--- src/rtl/mips_cycle_pc_unit_if.sv ---
// Bundle between the front-panel/control side and the cycle/PC unit.
// The master drives run control and PC sources; the slave returns timer and PC state.
interface mips_cycle_pc_unit_if #(
    parameter int unsigned WORD_SIZE  = 16,
    parameter int unsigned NUM_CYCLES = 5
);
    logic                  key_ok;
    logic                  halt;
    logic                  load_pc;
    logic                  offset;
    logic [WORD_SIZE-1:0]  data_in;
    logic [NUM_CYCLES-1:0] timer;
    logic [WORD_SIZE-1:0]  pc_counter;
    logic [WORD_SIZE-1:0]  pc_next;
    logic                  cycle_last;
    logic                  pc_wrap;
    logic                  running;

    modport master (
        output key_ok, halt, load_pc, offset, data_in,
        input  timer, pc_counter, pc_next, cycle_last, pc_wrap, running
    );

    modport slave (
        input  key_ok, halt, load_pc, offset, data_in,
        output timer, pc_counter, pc_next, cycle_last, pc_wrap, running
    );
endinterface

--- src/rtl/mips_cycle_pc_unit.sv ---
// One-hot multi-cycle timer and program counter for the mipscpu core.
// Define CYCLE_STEP_EN to advance one cycle per rising edge of key_ok instead of per clock.
module mips_cycle_pc_unit #(
    parameter int unsigned         WORD_SIZE  = 16,
    parameter int unsigned         NUM_CYCLES = 5,
    parameter int unsigned         PC_STEP    = 1,
    parameter logic [WORD_SIZE-1:0] RESET_PC  = '0
) (
    input logic               clk_i,
    input logic               rst_ni,
    mips_cycle_pc_unit_if.slave bus
);

    localparam logic [NUM_CYCLES-1:0] Cycle0    = {{(NUM_CYCLES-1){1'b0}}, 1'b1};
    localparam logic [NUM_CYCLES-1:0] CycleLast = {1'b1, {(NUM_CYCLES-1){1'b0}}};

    typedef enum logic [1:0] {StIdle, StRun, StHalt} state_e;

    state_e                state_q, state_d;
    logic [NUM_CYCLES-1:0] timer_q, timer_d;
    logic [WORD_SIZE-1:0]  pc_q, pc_d;
    logic                  wrap_q, wrap_d;

    logic                  advance;
    logic                  timer_onehot;
    logic [WORD_SIZE:0]    inc_sum;
    logic [WORD_SIZE-1:0]  off_sum;
    logic                  off_ovf;
    logic [WORD_SIZE-1:0]  pc_next;
    logic                  wrap_upd;

`ifdef CYCLE_STEP_EN
    logic key_q;

    always_ff @(posedge clk_i or negedge rst_ni) begin
        if (!rst_ni) begin
            key_q <= 1'b0;
        end else begin
            key_q <= bus.key_ok;
        end
    end

    assign advance = bus.key_ok & ~key_q;
`else
    assign advance = bus.key_ok;
`endif

    assign timer_onehot = (timer_q != '0) && ((timer_q & (timer_q - Cycle0)) == '0);

    assign inc_sum = {1'b0, pc_q} + (WORD_SIZE+1)'(PC_STEP);
    assign off_sum = pc_q + bus.data_in;
    // Signed overflow: operands agree in sign but the result does not.
    assign off_ovf = (pc_q[WORD_SIZE-1] == bus.data_in[WORD_SIZE-1]) &&
                     (off_sum[WORD_SIZE-1] != pc_q[WORD_SIZE-1]);

    always_comb begin
        pc_next  = inc_sum[WORD_SIZE-1:0];
        wrap_upd = inc_sum[WORD_SIZE];
        if (bus.load_pc) begin
            pc_next  = bus.data_in;
            wrap_upd = 1'b0;
        end else if (bus.offset) begin
            pc_next  = off_sum;
            wrap_upd = off_ovf;
        end
    end

    always_comb begin
        state_d = state_q;
        timer_d = timer_q;
        pc_d    = pc_q;
        wrap_d  = 1'b0;
        unique case (state_q)
            StIdle: begin
                timer_d = '0;
                if (advance) begin
                    state_d = StRun;
                    timer_d = Cycle0;
                end
            end
            StRun: begin
                if (advance) begin
                    if (!timer_onehot) begin
                        timer_d = Cycle0;
                    end else if (timer_q == CycleLast) begin
                        pc_d   = pc_next;
                        wrap_d = wrap_upd;
                        if (bus.halt) begin
                            state_d = StHalt;
                            timer_d = '0;
                        end else begin
                            timer_d = Cycle0;
                        end
                    end else begin
                        timer_d = timer_q << 1;
                    end
                end
            end
            StHalt: begin
                timer_d = '0;
            end
            default: begin
                state_d = StIdle;
                timer_d = '0;
            end
        endcase
    end

    always_ff @(posedge clk_i or negedge rst_ni) begin
        if (!rst_ni) begin
            state_q <= StIdle;
            timer_q <= '0;
            pc_q    <= RESET_PC;
            wrap_q  <= 1'b0;
        end else begin
            state_q <= state_d;
            timer_q <= timer_d;
            pc_q    <= pc_d;
            wrap_q  <= wrap_d;
        end
    end

    assign bus.timer      = timer_q;
    assign bus.pc_counter = pc_q;
    assign bus.pc_next    = pc_next;
    assign bus.running    = (state_q == StRun);
    assign bus.cycle_last = timer_q[NUM_CYCLES-1] & (state_q == StRun);
    assign bus.pc_wrap    = wrap_q;

endmodule

--- src/flat_wrapper.sv ---
// flat-port wrapper written by rule: the top's interface ports become plain ports
module mips_cycle_pc_unit_flat 
#(
    parameter int unsigned         WORD_SIZE  = 16,
    parameter int unsigned         NUM_CYCLES = 5,
    parameter int unsigned         PC_STEP    = 1,
    parameter logic [WORD_SIZE-1:0] RESET_PC  = '0
)
  (clk_i, rst_ni, bus_key_ok, bus_halt, bus_load_pc, bus_offset, bus_data_in, bus_timer, bus_pc_counter, bus_pc_next, bus_cycle_last, bus_pc_wrap, bus_running);
  mips_cycle_pc_unit_if #(.WORD_SIZE(WORD_SIZE), .NUM_CYCLES(NUM_CYCLES)) bus_i ();
  input logic clk_i;
  input logic rst_ni;
  input wire logic [$bits(bus_i.key_ok)-1:0] bus_key_ok;
  input wire logic [$bits(bus_i.halt)-1:0] bus_halt;
  input wire logic [$bits(bus_i.load_pc)-1:0] bus_load_pc;
  input wire logic [$bits(bus_i.offset)-1:0] bus_offset;
  input wire logic [$bits(bus_i.data_in)-1:0] bus_data_in;
  output wire logic [$bits(bus_i.timer)-1:0] bus_timer;
  output wire logic [$bits(bus_i.pc_counter)-1:0] bus_pc_counter;
  output wire logic [$bits(bus_i.pc_next)-1:0] bus_pc_next;
  output wire logic [$bits(bus_i.cycle_last)-1:0] bus_cycle_last;
  output wire logic [$bits(bus_i.pc_wrap)-1:0] bus_pc_wrap;
  output wire logic [$bits(bus_i.running)-1:0] bus_running;
  assign bus_i.key_ok = bus_key_ok;
  assign bus_i.halt = bus_halt;
  assign bus_i.load_pc = bus_load_pc;
  assign bus_i.offset = bus_offset;
  assign bus_i.data_in = bus_data_in;
  assign bus_timer = bus_i.timer;
  assign bus_pc_counter = bus_i.pc_counter;
  assign bus_pc_next = bus_i.pc_next;
  assign bus_cycle_last = bus_i.cycle_last;
  assign bus_pc_wrap = bus_i.pc_wrap;
  assign bus_running = bus_i.running;
  mips_cycle_pc_unit #(.WORD_SIZE(WORD_SIZE), .NUM_CYCLES(NUM_CYCLES), .PC_STEP(PC_STEP), .RESET_PC(RESET_PC)) u_core (.clk_i(clk_i), .rst_ni(rst_ni), .bus(bus_i));
endmodule
--- config.mk ---
export PLATFORM = sky130hd
export DESIGN_NAME = mips_cycle_pc_unit_flat
export DESIGN_NICKNAME = d
export VERILOG_FILES = /design/src/rtl/mips_cycle_pc_unit_if.sv /design/src/rtl/mips_cycle_pc_unit.sv /design/src/flat_wrapper.sv
export SDC_FILE = /design/constraint.sdc
export NUM_CORES = 1
export LEC_CHECK = 0
export CELL_PAD_IN_SITES_DETAIL_PLACEMENT = 1
export CELL_PAD_IN_SITES_GLOBAL_PLACEMENT = 1
export CORE_UTILIZATION = 37
export CTS_CLUSTER_DIAMETER = 60
export DETAILED_ROUTE_END_ITERATION = 10
export PLACE_DENSITY = 0.86
export SYNTH_ARGS = -nofsm -noshare
export SYNTH_HDL_FRONTEND = slang
export SYNTH_SLANG_ARGS = --single-unit
--- constraint.sdc ---
create_clock -name clk_i -period 3 [get_ports clk_i]
set_clock_uncertainty 0.15 [all_clocks]
set_input_delay 0.45 -clock clk_i [delete_from_list [all_inputs] [get_ports clk_i]]
set_output_delay 0.45 -clock clk_i [all_outputs]
set_load 0.02 [all_outputs]
==> metrics <==
initial DRC count 294; met3 Use GR 7.70%; fin nets 504; die width 85.8 um; RePlAce Congestion 0.851; top cells by area, synth dfrtp_1 (23%), ha_1 (7.7%), o21ai_0 (5.6%), nand2_1 (4.2%), a21oi_1 (4.0%); Primary FF master, synth dfrtp_1; HP Class primary input to asynchronous set/reset pin; total congestion overflow 0; CP arrival 2760 ps; Overall Power 3950 uW; Initial Util 38.3%; Mapped Nets 357; Tot GR Track Use 39.1%; Clock Sink Count 24; final worst setup slack -359 ps; minimum clock period after layout 3360 ps; clock latency on the worst-skew pair 310 ps; failing checks setup timing; Clk pin slew, worst setup/hold paths 120 ps; met1 Use GR 45.6%; CP Launch Point u_core.bus.pc_counter[0]; post-placement cell area 3830 um^2; CP delay by family, top adder cells; CTS H-tree depth 1; register share of total power 14.9%; switch share 50.5%; antenna-violating nets left 0; leakage 0.00191 uW; clock share of power 6.9%; R2R Path Start u_core.bus.pc_counter[0]; Slew HR 62.9%; EDFF count, synth 0; vias 3,652; Psw 2000 uW; CP max stage delay 430 ps; M2 GR Usage 65.2%; Yosys warnings 0; status finished with violations; first-pass GRT wire length 21.8 mm; vias per cell 6.52; FF-to-FF End u_core.bus.pc_counter[8]; Post-Synthesis Cells 318; Worst setup EP type output port; critical path class flip-flop to output port; number of global-route vias before repair 3,840; #FFs+latches synth 24; post-DP HPWL 8.07 mm; top cell type's share of synthesized area 23.1%; initial antenna violation count 0; Async SR Flop Fraction 100%; CP Launch Type flip-flop; cell area after synthesis 2600 um^2; Max Cap Viol 0; layer with the highest usage met2; clock buffer count from CTS 3; CP max FO 2; setup_tns -2860 ps; Initial DRT Pass Iterations 5; Crit-path slowest cell dfrtp_1; Util after Layout 65.6%; path depth of the worst reg2reg path 14; antenna cell count 0; Stages on worst setup path 11; mean routed wirelength per cell 29.5 um; hold_buf cts 0; Final setup viols 15; PortBufs 61; RSZ-0062 raised after global routing yes; clock root buffer master clkbuf_8; crit path cell chain ha_2 -> inv_2 -> fa_2 -> nor2b_4 -> o2111ai_4 -> buf_6 -> a21oi_4 -> mux2i_1 -> nor2_1 -> o21ai_1 -> buf_4; WP buf/inv 3; Max Fclk 298 MHz; Worst R2R Setup Slack -80 ps; Area growth, synth to finish 71.4%; Cell Int Power 1960 uW; Core ar. 6790 um^2; max-slew violation count 0; Distinct cells, synth 69; Period Utilization, post-route 112%; Die Ht 85.8 um; total die area 7370 um^2; Cell Rows 30; CTS tree built; Seq/Total Area, Yosys 23.1%; largest net degree at the start of global routing 25; syn avg cell area 8.18 um^2; combinational share of power 78.3%; Design Area, Final 4460 um^2; Post-Route WL 16.5 mm; clock buffer depth 2; share of post-route cells with drive strength above 1 39.2%; Ports 62; measured slew at the worst slew-check pin 551 ps; fill count 755; DRC 0; most area-hungry cell type in the Yosys netlist dfrtp_1; Worst EP required 2400 ps; maximum VDD drop 524 uV; PD cells 887 nW/um^2; Fin. Hold Viols 0
per-layer routing:
metal | wire length [um] | share of wire, % | up-vias
met5 | 0 | 0 | -
met4 | 1170 | 7.1 | 0
met3 | 1330 | 8.1 | 105
met2 | 7740 | 47 | 267
met1 | 6250 | 38 | 1790
li1 | - | - | 1490
power groups by stage:
stage | logic, uW | clock network (uW) | registers (uW)
5_1_grt | 3180 | 271 | 594
6_report | 3090 | 271 | 587
4_1_cts | 2540 | 256 | 565
3_5_place_dp | 2240 | 0 | 543
2_1_floorplan | 1020 | 0 | 721
3_3_place_gp | 2130 | 0 | 532
sequential cells by signal (all words and copies together), names as in the netlist:
register	count
u_core.bus.pc_counter	16
u_core.bus.timer	5
u_core.state_q	2
u_core.bus.pc_wrap	1
worst max-delay path by stage:
| stage | endpoint | slack, ps |
|---|---|---|
| global placement | bus_pc_next[12] | -820 |
| detailed placement | bus_pc_next[12] | -970 |
| global route | bus_pc_next[8] | -370 |
| floorplan | bus_pc_next[8] | 5 |
| CTS | bus_pc_next[8] | -160 |
| finish | bus_pc_next[8] | -360 |
timing repair:
item / CTS / global route
pin swaps: 23 / 33
gates resized for setup: 127 / 44
gates cloned: 0 / 0
setup buffers: 13 / 10
setup endpoints to repair: 15 / 15
synth_stat cells, types with 7 or more instances:
cell / n
a21o_1: 7
a21oi_1: 21
dfrtp_1: 24
ha_1: 16
inv_1: 12
mux2_2: 9
nand2_1: 29
nand3_1: 12
nor2_1: 22
nor3_1: 8
o21ai_0: 29
xnor2_1: 11
xor2_1: 8
layout by cell type, fill, tap and decap left out, types with 11 or more instances in the layout:
| cell | Yosys | routed |
|---|---|---|
| buf_4 | 1 | 94 |
| clkdlybuf4s50_1 | 0 | 32 |
| nand2_1 | 29 | 29 |
| dfrtp_1 | 24 | 24 |
| o21ai_0 | 29 | 21 |
| nor2_1 | 22 | 20 |
| a21oi_1 | 21 | 15 |
| ha_4 | 0 | 12 |
| dlygate4sd2_1 | 0 | 12 |
| nand3_1 | 12 | 11 |
layout make-up:
| class | instances | area (um^2) | share of cell area (%) |
|---|---|---|---|
| Clock buffer | 4 | 55.1 | 1.24 |
| Sequential cell | 24 | 601 | 13.5 |
| Inverter | 12 | 48.8 | 1.09 |
| Multi-Input combinational cell | 269 | 2300 | 51.7 |
| Tap cell | 96 | 120 | 2.70 |
| Timing Repair Buffer | 155 | 1330 | 29.8 |
cells by family after synthesis:
logic type                 count (synthesis)  share of synthesized area [%]
AOI/OAI and AO/OA                        102                           26.5
xor gates and xnor gates                  19                           6.40
adders and majority gates                 17                           8.47
buffers and inverters                     25                           4.52
DFF                                       24                           23.1
muxes                                     16                           6.74
and+or+nand+nor                          115                           24.3
metrics by stage:
step,std cells,setup WS (ps),hold WS [ps]
after floorplan,318,4.78,4.41
after global placement,536,-820,293
after detailed placement,536,-972,317
after CTS,552,-156,331
after global routing,560,-372,390
final,560,-359,363
Note: power is estimated with default switching activity, not from simulation.
